--- src/rtl/perf_monitor.sv ---
// Performance monitor: per-channel saturating event counters plus a RUN-cycle counter with an optional limit.
// Optional shadow snapshot bank is enabled by defining PERF_MONITOR_SNAPSHOT_EN.
module perf_monitor #(
    parameter int NUM_EVT = 4,
    parameter int CNT_W   = 32,
    localparam int SEL_W  = (NUM_EVT > 1) ? $clog2(NUM_EVT) : 1
) (
    input  logic               clk_i,
    input  logic               rst_i,
    input  logic               start_i,
    input  logic               clr_i,
    input  logic [NUM_EVT-1:0] event_i,
    input  logic [CNT_W-1:0]   limit_i,
    input  logic               snap_i,
    input  logic [SEL_W-1:0]   rd_sel_i,
    output logic [CNT_W-1:0]   rd_data_o,
    output logic [CNT_W-1:0]   cycle_o,
    output logic [NUM_EVT-1:0] ovf_o,
    output logic               done_o
);

    typedef enum logic [1:0] {IDLE, RUN, HOLD, DONE} state_t;

    localparam logic [CNT_W-1:0] CNT_MAX = '1;

    state_t             state;
    state_t             state_nxt;
    logic               count_en;
    logic [CNT_W-1:0]   cyc;
    logic [CNT_W-1:0]   cyc_nxt;
    logic [CNT_W:0]     cyc_inc;
    logic [CNT_W-1:0]   cnt     [NUM_EVT];
    logic [CNT_W-1:0]   cnt_nxt [NUM_EVT];
    logic [NUM_EVT-1:0] ovf;
    logic [NUM_EVT-1:0] ovf_nxt;

    // One extra bit so a saturated cycle counter can never alias onto the limit.
    assign cyc_inc = {1'b0, cyc} + {{CNT_W{1'b0}}, 1'b1};

    always_ff @(posedge clk_i) begin
        if (rst_i || clr_i) begin
            state <= IDLE;
        end else begin
            state <= state_nxt;
        end
    end

    always_comb begin
        state_nxt = state;
        count_en  = 1'b0;
        case (state)
            IDLE: begin
                if (start_i) state_nxt = RUN;
            end
            RUN: begin
                if (!start_i) begin
                    state_nxt = HOLD;
                end else begin
                    count_en = 1'b1;
                    if ((limit_i != '0) && (cyc_inc == {1'b0, limit_i})) state_nxt = DONE;
                end
            end
            HOLD: begin
                if (start_i) state_nxt = RUN;
            end
            DONE: begin
                state_nxt = DONE;
            end
            default: begin
                state_nxt = IDLE;
            end
        endcase
    end

    always_comb begin
        cyc_nxt = cyc;
        ovf_nxt = ovf;
        if (count_en && (cyc != CNT_MAX)) cyc_nxt = cyc + CNT_W'(1);
        for (int i = 0; i < NUM_EVT; i++) begin
            cnt_nxt[i] = cnt[i];
            if (count_en && event_i[i]) begin
                if (cnt[i] == CNT_MAX) begin
                    ovf_nxt[i] = 1'b1;
                end else begin
                    cnt_nxt[i] = cnt[i] + CNT_W'(1);
                end
            end
        end
    end

    always_ff @(posedge clk_i) begin
        if (rst_i || clr_i) begin
            cyc <= '0;
            ovf <= '0;
            for (int i = 0; i < NUM_EVT; i++) cnt[i] <= '0;
        end else begin
            cyc <= cyc_nxt;
            ovf <= ovf_nxt;
            for (int i = 0; i < NUM_EVT; i++) cnt[i] <= cnt_nxt[i];
        end
    end

`ifdef PERF_MONITOR_SNAPSHOT_EN
    logic [CNT_W-1:0] shd_cyc;
    logic [CNT_W-1:0] shd_cnt [NUM_EVT];

    // Snapshot captures the post-edge values so a snap taken while counting includes that cycle.
    always_ff @(posedge clk_i) begin
        if (rst_i || clr_i) begin
            shd_cyc <= '0;
            for (int i = 0; i < NUM_EVT; i++) shd_cnt[i] <= '0;
        end else if (snap_i) begin
            shd_cyc <= cyc_nxt;
            for (int i = 0; i < NUM_EVT; i++) shd_cnt[i] <= cnt_nxt[i];
        end
    end

    assign cycle_o = shd_cyc;

    always_comb begin
        rd_data_o = '0;
        if (int'(rd_sel_i) < NUM_EVT) rd_data_o = shd_cnt[rd_sel_i];
    end
`else
    logic unused_snap;
    assign unused_snap = snap_i;
    assign cycle_o     = cyc;

    always_comb begin
        rd_data_o = '0;
        if (int'(rd_sel_i) < NUM_EVT) rd_data_o = cnt[rd_sel_i];
    end
`endif

    assign ovf_o  = ovf;
    assign done_o = (state == DONE);

endmodule

--- config.mk ---
export PLATFORM = sky130hd
export DESIGN_NAME = perf_monitor
export DESIGN_NICKNAME = d
export VERILOG_FILES = /design/src/rtl/perf_monitor.sv
export SDC_FILE = /design/constraint.sdc
export NUM_CORES = 1
export LEC_CHECK = 0
export BUFFER_PORTS_ARGS = -buffer_cell sky130_fd_sc_hd__buf_4
export CELL_PAD_IN_SITES_DETAIL_PLACEMENT = 0
export CELL_PAD_IN_SITES_GLOBAL_PLACEMENT = 1
export CORE_ASPECT_RATIO = 0.75
export CORE_MARGIN = 2
export CORE_UTILIZATION = 45
export DETAILED_ROUTE_END_ITERATION = 6
export PLACE_DENSITY = 0.85
export SLEW_MARGIN = 20
export SYNTH_ARGS = -nofsm -noshare
export SYNTH_HDL_FRONTEND = slang
export SYNTH_SLANG_ARGS = --single-unit
--- constraint.sdc ---
create_clock -name clk_i -period 3 [get_ports clk_i]
set_input_delay 0 -clock clk_i [delete_from_list [all_inputs] [get_ports clk_i]]
set_output_delay 0 -clock clk_i [all_outputs]
set_load 0.005 [all_outputs]
# --- After elaboration in Yosys (flattened, before gate mapping) ---
# Memories as Yosys holds them, arrays and structs flattened.
# Index checks and enable logic that the tools add are counted.
totals:
  ram_bits: 128
  n_memories: 1
  regBits: 38
  output_inout_bits: 69
  input_bits: 43
  word_cells: 64
memory_table:
  columns: ["name", "words", "width", "rd", "rd_clocked_by_memory_dff", "write_ports", "line", "source"]
  rows:
  - ["cnt", 4, 32, 5, 0, 4, "32", "logic [CNT_W-1:0] cnt [NUM_EVT];"]
op_classes:
  n_bitwise: 4
  n_mux: 21
  add_sub_neg: 6
  n_reduce_logical: 15
  n_eq_ne: 11
op_table:
  columns: ["operator", "n"]
  rows:
  - ["32-bit 2-to-1 mux", 12]
  - ["32-bit by 1-bit adder with 32-bit output (second input constant)", 5]
  - ["32-bit == test (second input constant)", 4]
  - ["32-bit by 1-bit adder with 33-bit output (second input constant)", 1]
  - ["33-bit by 32-bit == test with 1-bit output", 1]
  - ["32-bit inequality test (second input constant)", 1]
  - ["32-bit nonzero test", 1]
  - ["2-bit AND reduction", 5]
  - ["1-bit logical AND", 6]
  - ["2-bit 2-to-1 mux", 3]
  - ["2-bit one-hot mux with 3 select lines", 1]
  - ["1-bit 2-to-1 mux", 5]
  - ["2-bit == test (second input constant)", 2]
  - ["1-bit OR", 4]
  - ["3-bit inequality test (second input constant)", 1]
  - ["2-bit by 1-bit == test with 1-bit output (second input constant)", 1]
  - ["2-bit logical NOT", 1]
  - ["2-bit by 1-bit inequality test with 1-bit output (second input constant)", 1]
  - ["2-bit OR reduction", 1]
  - ["1-bit logical OR", 1]

# --- Logic depth before layout (Yosys ltp) ---
# Gate-level depths: netlist of the first run.
depth:
  depth_word: 6
  depth_mapped: 11
  mapped_depth_nobuf: 9

# --- Worst setup path after synthesis of the first run ---
# OpenSTA, ideal clock, no wires.
synth_timing:
  path_kind: "register to register"
  start: "reg cyc[1] (netlist: cycle_o[1])"
  end: "reg cyc[21] (netlist: cycle_o[21])"
  t_required_ns: 2.872
  t_arrival_ns: 2.324
  period_less_slack_ns: 2.451
  setup_time_ns: 0.128
  slack_ns: 0.549
  stages_incl_launch_ff: 12
  n_path_buf: 2
  cell_sequence: "dfxtp_1 -> ha_1 -> clkbuf_1 -> inv_1 -> nor4_1 -> nand3_1 -> o21ai_2 -> buf_4 -> nor2_1 -> nand2_1 -> xor2_1 -> nor2_1"
synth_via:
  elab_chain_cells: 2
  word_cells_on_any_way: 3
  cone_classes: "add/sub (1); eq/ne (1); reduce/logical (1)"
synth_lines:
  columns: ["element", "line", "source"]
  rows:
  - ["start, declared", "29", "logic [CNT_W-1:0] cyc;"]
  - ["start signal, assigned", "97", "cyc <= cyc_nxt;"]
  - ["branches (longest 2 deep; another with 32-bit by 1-bit adder with 32-bit output)", null, null]
# Parallel ways; which one is timed is not known.
# A chain may end at the register's enable or synchronous reset.

# --- Worst setup path after layout of the first run ---
layout_timing:
  start: "reg cyc[6] (netlist: cycle_o[6])"
  end: "reg cyc[31] (netlist: cycle_o[31])"
# The elaborated chain is that of the path after synthesis.

==> results by group, run 1 <==
Clock network
  • Root buffer cell: clkbuf_16
  • CTS H-tree depth: 4
  • Post_cts resized: 0
  • Num CTS Buffers: 17
  • CTS tree: done
  • CTS Buffer Depth: 2
  • Sink Count: 166
  • Clock slew at reported path FFs: 0.07 ns
  • Clk_lat worst skew: 0.44 ns

Placement
  • IO Port Bufs: 110
  • Routability Congestion: 0.887
  • Final HPWL from detailed placement: 19800 um
  • DP Area: 10700 sq um

Global route
  • Met1 Use GR: 38.6%
  • Largest net degree at the start of global routing: 60
  • First-pass GRT wire length: 42100 um
  • GRT Util Overall: 24.9%
  • Gr ovfl total: 0
  • Initial antenna violation count: 0
  • GR peak layer: met1
  • Vias in the first global route: 7586
  • Met3 Use GR: 4.00%
  • GRT met2 Usage: 35.1%

Pwr
  • P_int: 3630 uW
  • Seq pwr share: 46.5%
  • VDD IR max: 386 uV
  • Static leakage: 0.00396 uW
  • Overall Power: 4740 uW
  • Comb pwr share: 4.5%
  • Clock share of power: 49.0%
  • Switching Share: 23.5%
  • NetSw: 1110 uW
  • Power per cell area: 418 nW/um^2

Final layout
  • Nets: 1262
  • Antenna diodes: 0
  • Share of cells above drive strength 1: 20.5%
  • Most frequent cells in the layout: nor2_1, dfxtp_1, buf_4
  • Fin area: 11400 sq um
  • Commonest non-fill, non-tap cell in the layout: nor2_1
  • Layout area overhead: 21.0%
  • Post-layout util: 55.9%

STA
  • Unrepaired setup endpoints after global routing: no
  • Fin crit share: 87.1%
  • Post-layout min period: 2.61 ns
  • Hold_ws: 0.0687 ns
  • Setup Skew: 0.0108 ns
  • Slew Limit Fails: 0
  • Maximum clock frequency: 383 MHz
  • Slew HR: 53.1%
  • Worst Max-Slew Pin Slew: 0.703 ns
  • Final Hold Vio Count: 0
  • Fin Setup TNS: 0 ns
  • # setup viols final: 0

Worst setup path
  • CP Data Arrival Time: 2.91 ns
  • CP Capture Type: flip-flop
  • R2R setup slack: 0.39 ns
  • Type of the worst setup path: reg2reg
  • Worst-path fanout max: 8
  • Worst path required time: 3.29 ns
  • Startpoint Class: flip-flop

Floorplan
  • Std cell rows: 45
  • Die area: 22000 sq um
  • Core Region: 20300 sq um
  • Die Width: 171 um
  • Starting Density: 46.2%
  • # IOs: 112
  • Die Y: 129 um

Yosys
  • Number of synthesized flops with an enable pin: 0
  • Area contributors post-synth: dfxtp_1, xor2_1, mux4_2
  • Number of nets produced by synthesis: 1131
  • Area leader, netlist: dfxtp_1
  • Post-synth cell types: 70
  • Ys flop type: dfxtp_1
  • #FFs+latches synth: 166
  • Fraction of registers with async set/reset: 0%
  • Sequential element share of the synthesized area: 35.4%
  • Synth top area share: 35.4%
  • Mapped cell area: 9390 sq um
  • Synthesized instance count: 1083
  • Mapped Avg Cell Area: 8.67 sq um
  • Yosys warning total: 0

Detailed routing
  • DR WL/cell: 17.7 um
  • Via density: 5.54
  • 1st-iter DRT viols: 756
  • Wirelength, routed: 26700 um
  • Total number of vias: 8361
  • Antenna Nets Post-Route: 0
  • DRC violations left: 0
  • DRT Pass-1 Iters: 6

Min path
  • Worst min path class: in2reg

Flow run
  • Max-cap check violation count: 0

Outcome
  • Status: complete, no violations
what timing repair did:
item                      4_1_cts  5_1_grt
hold endpoints to repair        5        0
hold buffers                    6        0
buffers inserted                0        0
synthesized netlist by cell type, drive strengths merged, types with 2 or more instances:
| library cell | instances |
|---|---|
| or3 | 30 |
| a31oi | 2 |
| nor2 | 169 |
| o2111ai | 2 |
| nor4 | 23 |
| mux2i | 4 |
| or2 | 5 |
| nand3b | 2 |
| dfxtp | 166 |
| nor2b | 2 |
| ha | 5 |
| xnor2 | 75 |
| a2111oi | 3 |
| a211oi | 4 |
| inv | 27 |
| nand2b | 3 |
| mux4 | 32 |
| and4 | 15 |
| o21a | 4 |
| buf | 14 |
| nor4b | 2 |
| o21ai | 39 |
| or4 | 3 |
| and2 | 12 |
| nor3b | 2 |
| nor3 | 32 |
| xor2 | 95 |
| and3b | 2 |
| nand4 | 54 |
| clkbuf | 35 |
| a21oi | 37 |
| and3 | 24 |
| o31ai | 3 |
| nand2 | 79 |
| nand3 | 64 |
final cells by class:
cell class                      instances  area (sq um)
Timing Repair Buffer                  162          1260
Clock inverter                         15           191
Fill cell                            1871          8970
Sequential cell                       166          3320
Inverter                               27           101
Clock buffer                           17           425
Multi-Input combinational cell        840          5700
Tap cell                              282           353
state kept, by name, summed over array words and instances (netlist names):
name and flops:
cnt 128, cycle_o 32, ovf_o 4, state 2
stage by stage:
| step | cells | setup WS (ns) |
|---|---|---|
| global route | 1509 | 0.0732 |
| finish | 1509 | 0.386 |
| global placement | 1471 | 0.480 |
| detailed placement | 1471 | 0.445 |
| CTS | 1509 | 0.427 |
| floorplan | 1083 | 0.549 |
path summary, 6_finish.rpt:
check             startpoint  cells after the start           to
setup / recovery  cycle_o[6]                     10  cycle_o[31]
hold / removal    event_i[1]                      5     ovf_o[1]
setup reg to reg  cycle_o[6]                     10  cycle_o[31]
hold reg to reg     ovf_o[3]                      2     ovf_o[3]
power groups by stage:
| stage | combinational, uW | sequential (uW) | clock (uW) |
|---|---|---|---|
| floorplan | 117 | 2260 | 0 |
| global placement | 206 | 2260 | 0 |
| detailed placement | 207 | 2260 | 0 |
| CTS | 214 | 2200 | 2360 |
| global route | 231 | 2200 | 2450 |
| finish | 214 | 2200 | 2320 |
cell families (layout without fill, tap and decap cells):
kind of cell	count (synthesis)	in the layout	synth area share, %
adders and majority gates	6	6	0.773
xor gates and xnor gates	170	170	15.9
muxes	36	36	8.10
and+or+nand+nor	526	526	29.4
AOI/OAI and AO/OA	102	102	6.57
buffers and inverters	77	221	3.87
DFF	166	166	35.4
per-layer routing:
layer	vias up	part of all wire (%)
li1	4094	-
met1	3976	51
met2	257	41
met3	34	5.9
met4	0	1.9
met5	-	0
worst max-delay path, cell delays in order (launching register included):
cell and delay [ns]:
dfxtp_1 0.46, nand2_1 0.26, nor4_1 0.35, buf_4 0.19, nand3_1 0.24, o21ai_2 0.23
buf_4 0.17, or2_1 0.26, nor3_1 0.11, xnor2_1 0.14, nor2_1 0.05
Note: power is estimated with default switching activity, not from simulation.
==> run 2, diff against run 1 <==
--- a/config.mk
+++ b/config.mk
@@ -9,7 +9,6 @@
 export CELL_PAD_IN_SITES_DETAIL_PLACEMENT = 0
 export CELL_PAD_IN_SITES_GLOBAL_PLACEMENT = 1
 export CORE_ASPECT_RATIO = 0.75
-export CORE_MARGIN = 2
 export CORE_UTILIZATION = 45
 export DETAILED_ROUTE_END_ITERATION = 6
 export PLACE_DENSITY = 0.85
==> constraint.sdc (replaced) <==
create_clock -name clk_i -period 3 [get_ports clk_i]
set_input_delay 0 -clock clk_i [delete_from_list [all_inputs] [get_ports clk_i]]
set_output_delay 0 -clock clk_i [all_outputs]
set_load 0.05 [all_outputs]
==> run 2 against run 1 <==
Compared with the run above: clock power decreased by 6%; maximum frequency is 0.79% lower; via count grew 0.72%; flip-flop and latch count stayed put; wire length down 0.42%; setup slack worse by 0.021 ns; hold slack gained 0.0025 ns; largest cell class unchanged.
==> results by group, run 2 (same netlist as run 1, synthesis figures left out) <==
Outcome
  • Status: complete, no violations

Detailed routing
  • 1st-iter DRT viols: 758
  • Total number of vias: 8421
  • Antenna Nets Post-Route: 0
  • DR WL/cell: 17.7 um
  • DRT Pass-1 Iters: 5
  • Via density: 5.61
  • DRC violations left: 0
  • Wirelength, routed: 26600 um

Global route
  • Gr ovfl total: 0
  • Largest net degree at the start of global routing: 67
  • GRT Util Overall: 25.4%
  • Initial antenna violation count: 0
  • First-pass GRT wire length: 42500 um
  • Vias in the first global route: 7763

Worst setup path
  • Type of the worst setup path: reg2reg
  • CP peak stage delay: 0.45 ns
  • CP Data Arrival Time: 2.93 ns
  • Worst path required time: 3.29 ns
  • Worst path cell trace: and4_1 -> nand4_1 -> nor3_1 -> a31oi_1 -> and2_0 -> nand4_1 -> xor2_1 -> nor2_1
  • Startpoint Class: flip-flop
  • Critical path's most frequent cell: nand4_1
  • R2R setup slack: 0.37 ns
  • CP Capture Type: flip-flop
  • Slowest cell on the critical path: dfxtp_1
  • Worst-path fanout max: 6

Pwr
  • VDD IR max: 402 uV
  • Static leakage: 0.00391 uW
  • Power per cell area: 409 nW/um^2

Final layout
  • Most frequent cells in the layout: nor2_1, dfxtp_1, buf_4
  • Biggest register: cnt
  • Commonest non-fill, non-tap cell in the layout: nor2_1
  • Final cell count without fillers: 1501
  • Largest register FFs: 128
  • Fillers: 1898
  • Antenna diodes: 0
  • Nets: 1254
  • Share of cells above drive strength 1: 20.0%
  • Layout area overhead: 20.2%

STA
  • Fin crit share: 87.8%
  • Hold_ws: 0.0713 ns
  • Slew Limit Fails: 0
  • Slew HR: 43.2%
  • Setup Skew: 0.00925 ns
  • Worst Max-Slew Pin Slew: 0.852 ns
  • Fin Setup TNS: 0 ns
  • Maximum clock frequency: 380 MHz
  • # setup viols final: 0
  • Post-layout min period: 2.63 ns
  • Unrepaired setup endpoints after global routing: no
  • Final Hold Vio Count: 0

Clock network
  • Num CTS Buffers: 17
  • Clock slew at reported path FFs: 0.07 ns
  • Sink Count: 166
  • Root buffer cell: clkbuf_16
  • CTS H-tree depth: 4
  • CTS Buffer Depth: 2
  • Clk_lat worst skew: 0.44 ns
  • CTS tree: done

Placement
  • Placed cell count: 1463
  • Routability Congestion: 0.936
  • IO Port Bufs: 110
  • Final HPWL from detailed placement: 19500 um

Floorplan
  • Core Region: 20300 sq um
  • Starting Density: 46.2%
  • Die Y: 127 um
  • Std cell rows: 45
  • # IOs: 112
  • Die Width: 169 um
  • Die area: 21400 sq um

Min path
  • Worst min path class: in2reg

Flow run
  • Max-cap check violation count: 0
run 2: changes by cell type in the layout (fill, tap and decap cells not counted), sizes merged:
cell	change
buf	-8
bufinv	-2
clkbuf	+3
clkinvlp	+2
inv	-3
run 2: power breakdown:
part           leakage [uW]  switching [uW]  internal [uW]  total (uW)
Sequential          0.00134            1.40           2200        2210
Combinational       0.00229             122           94.0         216
Clock              0.000281             971           1220        2190
Total               0.00391            1090           3520        4610
run 2: timing repair:
action | in CTS | in global routing
hold endpoints to repair | 5 | 0
setup buffers | 0 | 0
hold buffers | 6 | 0
gates resized for setup | 0 | 0
run 2: path summary, 6_finish.rpt:
kind / startpoint / end / cells after the start
max: cnt[1][3] / cnt[1][18] / 8
max reg2reg: cnt[1][3] / cnt[1][18] / 8
min: limit_i[12] / state[1] / 5
min reg2reg: ovf_o[2] / ovf_o[2] / 2
run 2: final cells by class:
cell class	count	area [sq um]	area share [%]
timing repair buffer	154	1220	10.8
sequential	166	3320	29.4
multi-input combinational	840	5700	50.5
clock buffer	20	467	4.14
inverter	27	101	0.898
clock inverter	12	118	1.04
tap	282	353	3.13
run 2: critical path, delay by kind of cell, from the launching register on:
family,cells,cell delay [ns]
simple gates,6,1.58
flops,1,0.45
compound gates,1,0.32
xor+xnor,1,0.15
run 2: routing by layer:
metal,global-route usage (%),vias up,routed length (um)
met5,0,-,0
met4,6.26,0,368
met3,5.02,25,1920
met2,36.4,285,11100
met1,38.7,4032,13200
li1,-,4079,-
run 2: through the flow:
stage          utilization, %  instance area (sq um)  setup slack (ns)  total power, uW
5_1_grt                  55.5                  11300             0.129             4770
3_3_place_gp             52.4                  10600             0.431             2460
4_1_cts                  55.5                  11300             0.410             4650
2_1_floorplan               -                   9390             0.179             2370
3_5_place_dp             52.4                  10600             0.425             2460
6_report                 55.5                  11300             0.365             4610
